## src/rtl/fifo_access_ctrl_pkg.sv

```systemverilog
`default_nettype none
// ============================================================================
//  Module      : fifo_ctrl_pkg
//  Description : Shared defaults, counter type and round-robin selector
//                encoding for the FIFO access controller.
//  Revision    : 1.0 - initial release
// ============================================================================
package fifo_ctrl_pkg;

    localparam int DEPTH_DEF = 16;
    localparam int WIDTH_DEF = 8;
    localparam int CNT_W_DEF = $clog2(DEPTH_DEF + 1);

    // Occupancy counter type at the default depth (0..16 needs 5 bits)
    typedef logic [CNT_W_DEF-1:0] cnt_t;

    // Which requester currently holds write priority
    typedef enum logic {
        REQ0 = 1'b0,
        REQ1 = 1'b1
    } rr_sel_e;

endpackage : fifo_ctrl_pkg
`default_nettype wire

```

## src/rtl/fifo_access_ctrl_if.sv

```systemverilog
`default_nettype none
// ============================================================================
//  Module      : fifo_access_ctrl_if
//  Description : Bundles the two write requesters, the read consumer, the
//                external FIFO pins and the occupancy status of the
//                controller. The controller uses the slave view, the
//                requesters / FIFO side use the master view.
//  Revision    : 1.0 - initial release
// ============================================================================
interface fifo_access_ctrl_if
    import fifo_ctrl_pkg::*;
#(
    parameter int WIDTH = WIDTH_DEF,
    parameter int CNT_W = CNT_W_DEF
);

    // Write requester 0
    logic             wr_req0;
    logic [WIDTH-1:0] wr_data0;
    logic             wr_gnt0;
    // Write requester 1
    logic             wr_req1;
    logic [WIDTH-1:0] wr_data1;
    logic             wr_gnt1;
    // Read consumer
    logic             rd_req;
    logic             rd_gnt;
    // External FIFO pins
    logic             fifo_wr_n;
    logic             fifo_rd_n;
    logic [WIDTH-1:0] fifo_din;
    logic             fifo_over_flow;
    logic             fifo_under_flow;
    // Status
    logic [CNT_W-1:0] count;
    logic             full;
    logic             empty;
    logic             err;

    modport slave (
        input  wr_req0, wr_data0, wr_req1, wr_data1, rd_req,
        input  fifo_over_flow, fifo_under_flow,
        output wr_gnt0, wr_gnt1, rd_gnt,
        output fifo_wr_n, fifo_rd_n, fifo_din,
        output count, full, empty, err
    );

    modport master (
        output wr_req0, wr_data0, wr_req1, wr_data1, rd_req,
        output fifo_over_flow, fifo_under_flow,
        input  wr_gnt0, wr_gnt1, rd_gnt,
        input  fifo_wr_n, fifo_rd_n, fifo_din,
        input  count, full, empty, err
    );

endinterface : fifo_access_ctrl_if
`default_nettype wire

```

## src/rtl/fifo_access_ctrl_rr_arb2.sv

```systemverilog
`default_nettype none
// ============================================================================
//  Module      : rr_arb2
//  Description : Two-way round-robin arbiter. Grant is combinational and
//                one-hot-or-zero; the favoured requester flips to the other
//                side after every grant and holds otherwise.
//  Revision    : 1.0 - initial release
// ============================================================================
module rr_arb2
    import fifo_ctrl_pkg::*;
(
    input  wire logic       clk,
    input  wire logic       rst,
    input  wire logic [1:0] req,
    input  wire logic       en,
    output logic      [1:0] gnt
);

    rr_sel_e r_rr_ptr;
    rr_sel_e w_rr_ptr_nxt;

    // Priority pointer register; requester 0 is favoured out of reset
    always_ff @(posedge clk) begin
        if (rst) begin
            r_rr_ptr <= REQ0;
        end else begin
            r_rr_ptr <= w_rr_ptr_nxt;
        end
    end

    // Grant decode and pointer update: a lone requester always wins,
    // a tie goes to the favoured side
    always_comb begin
        gnt          = 2'b00;
        w_rr_ptr_nxt = r_rr_ptr;
        if (en) begin
            gnt[0] = req[0] & (~req[1] | (r_rr_ptr == REQ0));
            gnt[1] = req[1] & (~req[0] | (r_rr_ptr == REQ1));
        end
        if (gnt[0]) begin
            w_rr_ptr_nxt = REQ1;
        end else if (gnt[1]) begin
            w_rr_ptr_nxt = REQ0;
        end
    end

endmodule : rr_arb2
`default_nettype wire

```

## src/rtl/fifo_access_ctrl.sv

```systemverilog
`default_nettype none
// ============================================================================
//  Module      : fifo_access_ctrl
//  Description : Front-end for a 16-deep active-low-strobed FIFO. Arbitrates
//                two write requesters round-robin, grants reads only when
//                data is committed, drives registered FIFO strobes/data one
//                cycle after each grant and latches FIFO error flags.
//  Revision    : 1.0 - initial release
// ============================================================================
module fifo_access_ctrl
    import fifo_ctrl_pkg::*;
#(
    parameter int DEPTH = DEPTH_DEF,
    parameter int WIDTH = WIDTH_DEF,
    parameter int CNT_W = $clog2(DEPTH + 1)
)(
    input  wire logic         clk,
    input  wire logic         rst,
    fifo_access_ctrl_if.slave bus
);

    localparam logic [CNT_W-1:0] c_depth = CNT_W'(DEPTH);

    logic [CNT_W-1:0] r_count;
    logic             r_wr_n;
    logic             r_rd_n;
    logic [WIDTH-1:0] r_din;
    logic             r_err;

    logic             w_wr_ok;
    logic [1:0]       w_gnt;
    logic             w_wr_any;
    logic             w_rd_gnt;
    logic [WIDTH-1:0] w_wr_data;
    logic [CNT_W-1:0] w_cnt_nxt;

    // Grants are suppressed during reset; writes only while not full, so a
    // same-cycle read never makes room for a write (no write-through)
    assign w_wr_ok  = (r_count < c_depth) & ~rst;
    assign w_rd_gnt = bus.rd_req & (r_count != '0) & ~rst;

    rr_arb2 u_rr_arb2 (
        .clk (clk),
        .rst (rst),
        .req ({bus.wr_req1, bus.wr_req0}),
        .en  (w_wr_ok),
        .gnt (w_gnt)
    );

    assign w_wr_any  = |w_gnt;
    assign w_wr_data = w_gnt[1] ? bus.wr_data1 : bus.wr_data0;
    assign w_cnt_nxt = r_count + CNT_W'(w_wr_any) - CNT_W'(w_rd_gnt);

    // Occupancy, strobe/data pipeline and sticky error; reset also drops
    // any strobe that a grant in the reset cycle would have produced
    always_ff @(posedge clk) begin
        if (rst) begin
            r_count <= '0;
            r_wr_n  <= 1'b1;
            r_rd_n  <= 1'b1;
            r_din   <= '0;
            r_err   <= 1'b0;
        end else begin
            r_count <= w_cnt_nxt;
            r_wr_n  <= ~w_wr_any;
            r_rd_n  <= ~w_rd_gnt;
            if (w_wr_any) begin
                r_din <= w_wr_data;
            end
            if (bus.fifo_over_flow || bus.fifo_under_flow) begin
                r_err <= 1'b1;
            end
        end
    end

    assign bus.wr_gnt0   = w_gnt[0];
    assign bus.wr_gnt1   = w_gnt[1];
    assign bus.rd_gnt    = w_rd_gnt;
    assign bus.fifo_wr_n = r_wr_n;
    assign bus.fifo_rd_n = r_rd_n;
    assign bus.fifo_din  = r_din;
    assign bus.count     = r_count;
    assign bus.full      = (r_count == c_depth);
    assign bus.empty     = (r_count == '0);
    assign bus.err       = r_err;

endmodule : fifo_access_ctrl
`default_nettype wire
```

## src/flat_wrapper.sv

```systemverilog
// flat-port wrapper written by rule: the top's interface ports become plain ports
module fifo_access_ctrl_flat import fifo_ctrl_pkg::*;
#(
    parameter int DEPTH = DEPTH_DEF,
    parameter int WIDTH = WIDTH_DEF,
    parameter int CNT_W = $clog2(DEPTH + 1)
)
  (clk, rst, bus_wr_req0, bus_wr_data0, bus_wr_req1, bus_wr_data1, bus_rd_req, bus_fifo_over_flow, bus_fifo_under_flow, bus_wr_gnt0, bus_wr_gnt1, bus_rd_gnt, bus_fifo_wr_n, bus_fifo_rd_n, bus_fifo_din, bus_count, bus_full, bus_empty, bus_err);
  fifo_access_ctrl_if #(.WIDTH(WIDTH), .CNT_W(CNT_W)) bus_i ();
  input  wire logic clk;
  input  wire logic rst;
  input wire logic [$bits(bus_i.wr_req0)-1:0] bus_wr_req0;
  input wire logic [$bits(bus_i.wr_data0)-1:0] bus_wr_data0;
  input wire logic [$bits(bus_i.wr_req1)-1:0] bus_wr_req1;
  input wire logic [$bits(bus_i.wr_data1)-1:0] bus_wr_data1;
  input wire logic [$bits(bus_i.rd_req)-1:0] bus_rd_req;
  input wire logic [$bits(bus_i.fifo_over_flow)-1:0] bus_fifo_over_flow;
  input wire logic [$bits(bus_i.fifo_under_flow)-1:0] bus_fifo_under_flow;
  output wire logic [$bits(bus_i.wr_gnt0)-1:0] bus_wr_gnt0;
  output wire logic [$bits(bus_i.wr_gnt1)-1:0] bus_wr_gnt1;
  output wire logic [$bits(bus_i.rd_gnt)-1:0] bus_rd_gnt;
  output wire logic [$bits(bus_i.fifo_wr_n)-1:0] bus_fifo_wr_n;
  output wire logic [$bits(bus_i.fifo_rd_n)-1:0] bus_fifo_rd_n;
  output wire logic [$bits(bus_i.fifo_din)-1:0] bus_fifo_din;
  output wire logic [$bits(bus_i.count)-1:0] bus_count;
  output wire logic [$bits(bus_i.full)-1:0] bus_full;
  output wire logic [$bits(bus_i.empty)-1:0] bus_empty;
  output wire logic [$bits(bus_i.err)-1:0] bus_err;
  assign bus_i.wr_req0 = bus_wr_req0;
  assign bus_i.wr_data0 = bus_wr_data0;
  assign bus_i.wr_req1 = bus_wr_req1;
  assign bus_i.wr_data1 = bus_wr_data1;
  assign bus_i.rd_req = bus_rd_req;
  assign bus_i.fifo_over_flow = bus_fifo_over_flow;
  assign bus_i.fifo_under_flow = bus_fifo_under_flow;
  assign bus_wr_gnt0 = bus_i.wr_gnt0;
  assign bus_wr_gnt1 = bus_i.wr_gnt1;
  assign bus_rd_gnt = bus_i.rd_gnt;
  assign bus_fifo_wr_n = bus_i.fifo_wr_n;
  assign bus_fifo_rd_n = bus_i.fifo_rd_n;
  assign bus_fifo_din = bus_i.fifo_din;
  assign bus_count = bus_i.count;
  assign bus_full = bus_i.full;
  assign bus_empty = bus_i.empty;
  assign bus_err = bus_i.err;
  fifo_access_ctrl #(.DEPTH(DEPTH), .WIDTH(WIDTH), .CNT_W(CNT_W)) u_core (.clk(clk), .rst(rst), .bus(bus_i));
endmodule
```

## config.mk

```make
export PLATFORM = sky130hd
export DESIGN_NAME = fifo_access_ctrl_flat
export DESIGN_NICKNAME = d
export VERILOG_FILES = /design/src/rtl/fifo_access_ctrl_pkg.sv /design/src/rtl/fifo_access_ctrl_if.sv /design/src/rtl/fifo_access_ctrl_rr_arb2.sv /design/src/rtl/fifo_access_ctrl.sv /design/src/flat_wrapper.sv
export SDC_FILE = /design/constraint.sdc
export NUM_CORES = 1
export LEC_CHECK = 0
export CORE_ASPECT_RATIO = 0.7
export CORE_MARGIN = 4
export CORE_UTILIZATION = 43
export DETAILED_ROUTE_END_ITERATION = 8
export GPL_ROUTABILITY_DRIVEN = 0
export GPL_TIMING_DRIVEN = 0
export MAX_ROUTING_LAYER = met4
export PLACE_DENSITY = 0.9
export SLEW_MARGIN = 40
export SYNTH_ARGS = -nofsm -noshare
export SYNTH_HDL_FRONTEND = slang
export SYNTH_SLANG_ARGS = --single-unit
```

## constraint.sdc

```tcl
create_clock -name clk -period 3.5 [get_ports clk]
set_input_delay 0.35 -clock clk [delete_from_list [all_inputs] [get_ports clk]]
set_output_delay 0.35 -clock clk [all_outputs]
set_load 0.05 [all_outputs]
```

==> qor.txt <==
Placed cell area -> 0.00138 mm2
Clock buffer depth -> 2
Critical Path Sink Type -> flop
EDFF count, synth -> 0
DRC Markers -> 0
Setup violators final -> 0
Setup TNS -> 0 ns
Worst slack at placement -> 0.839 ns
CP max stage cell -> dfxtp_1
Setup crit start kind -> flop
DRT Pass-1 Iters -> 4
Clock transition at the registers of the reported paths -> 0.11 ns
Largest cells by area after synthesis -> dfxtp_1 (37%), a211oi_2 (11%), a21oi_2 (7.5%)
Tmin final -> 2.64 ns
Leading area contributor after synthesis -> dfxtp_1
Worst Skew -> 0.0118 ns
Worst setup path endpoint -> u_core.bus.count[4]$_SDFF_PP0_
Launch point of the critical path -> u_core.bus.count[3]$_SDFF_PP0_
DR vias -> 851
Worst EP arrival -> 2.87 ns
Sequential area share after synthesis -> 36.6%
CP Cell Sequence -> inv_1 > ha_1 > nor4b_2 > or2_1 > nor2_2 > a21o_1 > ha_1 > inv_1 > fa_1 > nor2b_1 > o21bai_1 > nand3_1 > nor3b_1
IO Pins -> 44
Hold-fix buffers, CTS -> 0
Row count -> 13
Max cap viols -> 0
Buf/Inv on CP -> 2
Area Growth Syn to Fin -> 51.1%
CTS tree -> done
Fin. max-slew vios -> 0
Gate Count Post-Synth -> 97
Fmax -> 379 MHz
FF-to-FF End -> u_core.bus.count[4]$_SDFF_PP0_
Power Density -> 772 mW/mm2
Mapped Area -> 931 um2
Mapped Nets -> 126
Final worst path period share -> 75.3%
PnR worst setup slack -> 0.863 ns
Synth cell types -> 31
Worst-Skew Late Latency -> 0.30 ns
Crit Path Max Fanout -> 3
Design Area, Final -> 0.00141 mm2
CP max stage delay -> 0.40 ns
Die Area -> 0.00299 mm2
Critical Path RT -> 3.73 ns
Floorplan core area -> 0.00195 mm2
Outcome -> finished clean
DRT Wirelength -> 2390 um
Routed vias/inst -> 5.16
Die Width -> 63.6 um
Cts repair resizes -> 0
Final net count -> 173
Die Y -> 46.9 um
Avg Cell Area, Syn -> 9.60 um2
Critical path type -> reg -> reg
Largest net degree at the start of global routing -> 11
Worst-Margin Slew -> 0.606 ns
P_leak -> 0.557 nW
GRT Overall Usage -> 18.2%
WL/cell -> 14.5 um
DR iter-0 viols -> 9
Ys flop type -> dfxtp_1
CTS Sinks -> 17
Worst reg2reg path startpoint -> u_core.bus.count[3]$_SDFF_PP0_
CP Depth -> 13
Initial antenna violation count -> 0
Inserted Diodes -> 0
Worst slew margin -> 59.6%
Pwr Total -> 0.00109 W
Post-DP HPWL -> 1920 um
Post-CTS Setup Repair Bufs -> 0
First-pass GRT wire length -> 3950 um
CTS buffer count -> 3
Ys async rst share -> 0%
CP delay by family, top -> simple AND/OR/NAND/NOR gates
Min-delay worst type -> in -> reg
Warnings, synthesis -> 0
Remaining antenna violation count after routing -> 0
Unrepaired setup endpoints after global routing -> no
IO Port Bufs -> 42
Seq cells post-synth -> 17
Count of final hold-check violations -> 0
H-tree depth -> 1
Worst Reg-to-Reg Cells -> 13
Root buffer cell -> clkbuf_4
R2r setup slk -> 0.86 ns
Share of layout cells above drive strength 1 -> 19.6%
Vias in the first global route -> 888
Congestion Overflow GR -> 0
Min Hold Slack -> 0.245 ns
Peak VDD IR -> 0.000424 V
Top cell type's share of synthesized area -> 36.6%
Initial core utilization -> 47.7%
## placed cells by master (no fill, tap or decap), drive strengths merged
cell and count:
fa 1, a21oi 10, buf 1, clkinv 2
nor4bb 1, nor3b 1, nor4b 1, nor2 14
nand3 2, nand2b 2, inv 8, nor2b 4
o21ai 1, nand2 9, a211oi 8, and3 1
nor3 2, dfxtp 17, xor2 1, o22ai 1
clkbuf 4, or2 1, ha 5, xnor2 1
o21bai 1, a21o 2, clkdlybuf4s50 42
## cells by family after synthesis
family                     synth area share [%]
AOI/OAI and AO/OA                          24.2
xor gates and xnor gates                   1.88
DFF                                        36.6
and+or+nand+nor                            22.7
adders and majority gates                  8.87
buffers and inverters                      5.78
## state kept, by name, summed over array words and instances (netlist names)
| register | flops |
|---|---|
| u_core.bus.count | 5 |
| u_core.bus.fifo_rd_n | 1 |
| u_core.u_rr_arb2.r_rr_ptr | 1 |
| u_core.bus.fifo_wr_n | 1 |
| u_core.bus.err | 1 |
| u_core.bus.fifo_din | 8 |
## worst register-to-register path: cells and delay by family, from the launching register on
kind	cells	cell delay (ns)
DFF	1	0.40
adders and majority gates	3	0.74
AOI/OAI and AO/OA	2	0.23
buffers and inverters	2	0.14
and+or+nand+nor	6	1.07
## metal layers
metal	wire (um)	track usage (%)	up-vias
met1	1070	19.7	395
met5	0	-	-
met3	138	5.74	2
met4	15	3.86	0
li1	-	-	425
met2	1160	34.0	29
## cell usage after synthesis (all sizes together), types with 2 or more instances
cell type	instances
dfxtp	17
nor2	14
a21oi	10
nand2	9
a211oi	8
inv	8
ha	5
nor2b	4
a21o	2
nand2b	2
nand3	2
nor3	2
## stage by stage
step	cells	utilization [%]
after floorplan	97	-
after global placement	161	70.6
after detailed placement	161	70.6
after CTS	165	72.1
after global routing	165	72.1
final	165	72.1
## final cells by class
class / instances / area (um2)
fillers: 148 / 546
inverters: 9 / 38.8
plain buffers: 2 / 15.0
clock buffers: 3 / 22.5
multi-input cells: 69 / 537
flip-flops and latches: 17 / 340
well taps: 22 / 27.5
repair buffers: 42 / 420
clock inverters: 1 / 5.00
## report_power, final
| group | total (W) | switching, W | internal [W] |
|---|---|---|---|
| Sequential | 0.000291 | 0.0000486 | 0.000242 |
| Combinational | 0.000684 | 0.000420 | 0.000264 |
| Clock | 0.000110 | 0.0000678 | 0.0000426 |
## worst min-delay path by stage
| stage | from | endpoint | slack, ns | cells past startpoint |
|---|---|---|---|---|
| finish | rst | u_core.bus.fifo_din[7]$_SDFFE_PP0N_ | 0.24 | 2 |
| global route | rst | u_core.bus.fifo_din[7]$_SDFFE_PP0N_ | 0.25 | 2 |
| CTS | rst | u_core.bus.fifo_din[7]$_SDFFE_PP0N_ | 0.25 | 2 |
| detailed placement | u_core.bus.err$_SDFFE_PP0P_ | u_core.bus.err$_SDFFE_PP0P_ | 0.48 | 2 |
| global placement | u_core.bus.err$_SDFFE_PP0P_ | u_core.bus.err$_SDFFE_PP0P_ | 0.46 | 2 |
| floorplan | bus_fifo_over_flow | u_core.bus.err$_SDFFE_PP0P_ | 0.47 | 2 |
(Power assumes the default switching activity.)
